$ cat src/rtl/instr_fetch_pkg.sv
// rtl/instr_fetch_pkg.sv - shared types and constants for the instruction fetch block
package instr_fetch_pkg;

    typedef enum logic [1:0] {
        IDLE  = 2'd0,
        ISSUE = 2'd1,
        GAP   = 2'd2
    } state_t;

    localparam int DEPTH_DEFAULT = 4;

    // Highest opcode the cpu understands; larger bytes are illegal when filtering
    localparam logic [7:0] OPCODE_MAX = 8'h07;

endpackage

$ cat src/rtl/fetch_fifo.sv
// rtl/fetch_fifo.sv - instruction byte FIFO with wrapping pointers and occupancy count
module fetch_fifo #(
    parameter int DEPTH = 4,
    parameter int WIDTH = 8
) (
    input  logic                       clk,
    input  logic                       resetn,
    input  logic                       push,
    input  logic [WIDTH-1:0]           push_data,
    input  logic                       pop,
    output logic [WIDTH-1:0]           head,
    output logic [$clog2(DEPTH):0]     count
);

    localparam int AW = $clog2(DEPTH);
    localparam int CW = AW + 1;

    logic [WIDTH-1:0] mem [DEPTH];
    logic [AW-1:0]    wr_ptr;
    logic [AW-1:0]    rd_ptr;

    assign head = mem[rd_ptr];

    // Storage write; callers never push while in reset, so no reset is needed here
    always_ff @(posedge clk) begin
        if (push) begin
            mem[wr_ptr] <= push_data;
        end
    end

    // Pointers wrap naturally because DEPTH is a power of two
    always_ff @(posedge clk) begin
        if (!resetn) begin
            wr_ptr <= '0;
            rd_ptr <= '0;
            count  <= '0;
        end else begin
            if (push) begin
                wr_ptr <= wr_ptr + 1'b1;
            end
            if (pop) begin
                rd_ptr <= rd_ptr + 1'b1;
            end
            count <= count + CW'(push) - CW'(pop);
        end
    end

endmodule

$ cat src/rtl/instr_fetch.sv
// rtl/instr_fetch.sv - byte fetch FIFO feeding a cpu with paced write strobes; INSTR_FILTER_EN enables opcode filtering
module instr_fetch
    import instr_fetch_pkg::*;
#(
    parameter int DEPTH = DEPTH_DEFAULT,
    parameter int WIDTH = 8
) (
    input  logic                       CLK,
    input  logic                       RESET,
    input  logic [WIDTH-1:0]           IN_DATA,
    input  logic                       IN_VALID,
    output logic                       IN_READY,
    input  logic                       CPU_READY,
    output logic [WIDTH-1:0]           INSTRUCTION,
    output logic                       WRITE_EN,
    output logic [$clog2(DEPTH):0]     COUNT,
    output logic                       ILLEGAL
);

    localparam int CW = $clog2(DEPTH) + 1;

    state_t           state;
    logic [WIDTH-1:0] head;
    logic             accept;
    logic             drop;
    logic             push;
    logic             pop;

    // Input is blocked while reset is held even though the FIFO reads empty
    assign IN_READY = RESET && (COUNT != CW'(DEPTH));
    assign accept   = IN_VALID && IN_READY;
    assign push     = accept && !drop;
    assign pop      = (state == IDLE) && CPU_READY && (COUNT != '0);

`ifdef INSTR_FILTER_EN
    assign drop = (IN_DATA > WIDTH'(OPCODE_MAX));

    // Sticky flag: any dropped opcode is remembered until reset
    always_ff @(posedge CLK) begin
        if (!RESET) begin
            ILLEGAL <= 1'b0;
        end else if (accept && drop) begin
            ILLEGAL <= 1'b1;
        end
    end
`else
    assign drop    = 1'b0;
    assign ILLEGAL = 1'b0;
`endif

    fetch_fifo #(
        .DEPTH (DEPTH),
        .WIDTH (WIDTH)
    ) u_fifo (
        .clk       (CLK),
        .resetn    (RESET),
        .push      (push),
        .push_data (IN_DATA),
        .pop       (pop),
        .head      (head),
        .count     (COUNT)
    );

    // Issue sequencer: one strobe, then a bubble, so the cpu sees at most one byte per 3 cycles
    always_ff @(posedge CLK) begin
        if (!RESET) begin
            state       <= IDLE;
            INSTRUCTION <= '0;
            WRITE_EN    <= 1'b0;
        end else begin
            WRITE_EN <= 1'b0;
            case (state)
                IDLE: begin
                    if (pop) begin
                        INSTRUCTION <= head;
                        WRITE_EN    <= 1'b1;
                        state       <= ISSUE;
                    end
                end
                ISSUE:   state <= GAP;
                GAP:     state <= IDLE;
                default: state <= IDLE;
            endcase
        end
    end

endmodule

$ cat config.mk
export PLATFORM = sky130hd
export DESIGN_NAME = instr_fetch
export DESIGN_NICKNAME = d
export VERILOG_FILES = /design/src/rtl/instr_fetch_pkg.sv /design/src/rtl/fetch_fifo.sv /design/src/rtl/instr_fetch.sv
export SDC_FILE = /design/constraint.sdc
export NUM_CORES = 1
export LEC_CHECK = 0
export ABC_CLOCK_PERIOD_IN_PS = 4400
export CAP_MARGIN = 20
export CELL_PAD_IN_SITES_DETAIL_PLACEMENT = 2
export CELL_PAD_IN_SITES_GLOBAL_PLACEMENT = 2
export CORE_UTILIZATION = 32
export CTS_CLUSTER_DIAMETER = 60
export DETAILED_ROUTE_END_ITERATION = 16
export GPL_TIMING_DRIVEN = 1
export PLACE_DENSITY_LB_ADDON = 0.1
export REMOVE_ABC_BUFFERS = 1
export SLEW_MARGIN = 40
export SYNTH_ARGS = -nofsm -noshare
export SYNTH_HDL_FRONTEND = slang
export SYNTH_SLANG_ARGS = --single-unit
$ cat constraint.sdc
create_clock -name CLK -period 4.4 [get_ports CLK]
set_input_delay 0.88 -clock CLK [delete_from_list [all_inputs] [get_ports CLK]]
set_output_delay 0.88 -clock CLK [all_outputs]
set_load 0.03 [all_outputs]
==> results.md <==
- CTS tree: done
- # fillers: 590
- Clk_skew: 0.005203 ns
- Layout area overhead: 22.31%
- CP Max Fanout: 9
- Final worst-path cycle share: 76.16%
- Total global-route track usage: 14.24%
- Design Area, Final: 2380 sq um
- Share of layout cells above drive strength 1: 13.55%
- Final Worst Setup Slack: 1.049 ns
- Compound-gate portion of the synthesized area: 5.659%
- HP Class: flip-flop to flip-flop
- FF/Latch Area: 1321 sq um
- Internal Power: 889.4 uW
- H-tree depth: 2
- Most common cell after layout, fill and taps aside: edfxtp_1
- Worst-path clk slew: 0.09 ns
- I/O pin total: 26
- Final setup fails: 0
- Largest net degree at the start of global routing: 16
- Switching power: 431.4 uW
- Vert. Die Dim: 79.98 um
- Grt ovf: 0
- Multiplexer area fraction after synthesis: 10.29%
- Inst Count DP: 222
- CP Class: input pin to flip-flop
- Final Routed Wirelength: 3.901 mm
- Num CTS Buffers: 5
- Multi-input gate area: 570.5 sq um
- Worst Setup Start Kind: input pin
- XOR/XNOR share of the synthesized area: 0.4502%
- Critical Path RT: 4.62 ns
- Chip Width: 79.98 um
- Core Util, Final: 40.43%
- Core Area: 5886 sq um
- Highest Clock Rate: 0.2984 GHz
- Post-DR vias/cell: 4.748
- Initial antenna violation count: 0
- Hold-fix buffers, CTS: 0
- Register area share after synthesis: 67.91%
- DR vias: 1,092
- GP Congestion: 0.6611
- Setup_tns: 0 ns
- Top_reg_cell synth: edfxtp_1
- Mapped cell area: 1946 sq um
- CP arrival: 3.58 ns
- Clock power share: 22.3%
- Worst skew pair latency: 0.30 ns
- Detail Route Antenna Nets: 0
- Drt first pass iters: 3
- Site Rows: 28
- Hold Vio Cnt, Final: 0
- Number of flops mapped to enable cells by yosys: 32
- DP HPWL: 2.789 mm
- Switching Share: 32.66%
- CTS Sinks: 50
- Power per cell area: 555.0 nW/um^2
- Port Buf Inserts: 24
- Post-route DRC violation count: 0
- Number of global-route vias before repair: 1,166
- Nets@finish: 173
- Largest family of logic cells by synthesized area: multiplexers
- First-pass GRT wire length: 6.382 mm
- Slew at the pin closest to its max-slew limit: 0.6883 ns
- Max Cap Viol: 0
- CTS Buffer Depth: 2
- Ys Warns: 0
- Final count of pins violating max slew: 0
- Critical Path End Type: flip-flop
- Adder-Cell Fraction of Synth Area: 4.887%
- Diodes inserted: 0
- Combinational share of power: 29.8%
- VDD IR max: 158.6 uV
- Iter 0 DRT Violations: 60
- Max_slew headroom: 54.05%
- Seq pwr share: 47.9%
- Commonest non-fill, non-tap cells in the layout: edfxtp_1 (32), clkdlybuf4s50_1 (24), dfxtp_1 (18)
- Dpl ws: 0.6829 ns
- Synthesis-stage register bit count: 50
- Simple-gate area share of the yosys netlist: 7.588%
- Syn_area_per_cell: 15.44 sq um
- Cells after Synth: 126
- Starting Density: 33.06%
- RSZ-0062 raised after global routing: false
- Post-CTS setup buffer count: 0
- Leakage power: 0.0007977 uW
- Finished Layout Cells: 230
- Placed cell area: 2270 sq um
- Post-CTS sizing: 0
- Routed len/inst: 16.96 um
- Full die area: 6396 sq um
- Root Driver: clkbuf_8
- Worst R2R Setup Slack: 1.73 ns
- Final Critical Period: 3.351 ns
- Synth unique cells: 28
- Status: completed
- Post-synth ARST share: 0%
## kinds of logic after synthesis
kind of cell / Yosys count
AO/OA/AOI/OAI: 14
XOR/XNOR: 1
adder cells (fa/ha/maj): 7
buffers and inverters: 14
flip-flops: 50
multiplexers: 10
other: 1
AND/OR/NAND/NOR: 29
## layout make-up
class / count / area share, %
repair buffers: 26 / 10.73
well taps: 75 / 3.943
inverters: 9 / 1.420
multi-input cells: 62 / 23.97
flip-flops and latches: 50 / 55.52
clock buffers: 7 / 4.101
clock inverters: 1 / 0.3155
## registers in the layout, indices dropped and copies added (netlist names)
name	cells
state	2
u_fifo.wr_ptr	2
INSTRUCTION	8
u_fifo.rd_ptr	2
u_fifo.count	3
u_fifo.mem	32
WRITE_EN	1
## through the flow
step                hold WS [ns]  power (uW)
CTS                       0.4296        1343
finish                    0.4234        1321
floorplan                 0.3833       885.7
global placement          0.4102        1027
detailed placement        0.4166        1049
global route              0.4452        1409
## metal layers
layer / global-route usage (%) / wire length, um / up-vias
met3: 3.886 / 109 / 7
met5: 0 / 0 / -
met1: 17.73 / 1656 / 552
li1: - / - / 516
met2: 23.50 / 2083 / 17
met4: 5.357 / 52 / 0
## worst max-delay path, cell delays in order
cell             delay, ns
clkdlybuf4s50_1       0.45
or3b_1                0.46
nor2_2                0.41
ha_1                  0.32
inv_1                 0.06
ha_1                  0.13
inv_1                 0.05
fa_1                  0.37
xor2_1                0.16
and2_1                0.17
nor3_1                0.11
## cell usage after synthesis (2+ instances only)
cell type | count | area [sq um]
inv_1 | 8 | 30.03
and2_1 | 6 | 37.54
nand2_1 | 11 | 41.29
dfxtp_1 | 18 | 360.4
nor3_1 | 3 | 15.01
nor2_1 | 4 | 15.01
buf_2 | 2 | 10.01
o2bb2ai_1 | 8 | 70.07
mux4_2 | 8 | 180.2
ha_1 | 6 | 75.07
a21oi_1 | 3 | 15.01
mux2i_1 | 2 | 20.02
edfxtp_1 | 32 | 960.9
## worst paths after layout
path	cells after the start	start	end
setup / recovery	11	CPU_READY	u_fifo.count[2]
hold / removal	1	state[1]	state[1]
setup reg to reg	10	state[1]	u_fifo.count[2]
hold reg to reg	1	state[1]	state[1]
## power by group through the flow
stage | Clock [uW] | Combinational [uW] | Sequential (uW)
after floorplan | 0 | 194 | 692
final | 294 | 394 | 633
after detailed placement | 0 | 403 | 646
after global routing | 325 | 437 | 648
after global placement | 0 | 385 | 643
after CTS | 302 | 406 | 635
(Power assumes the default switching activity.)
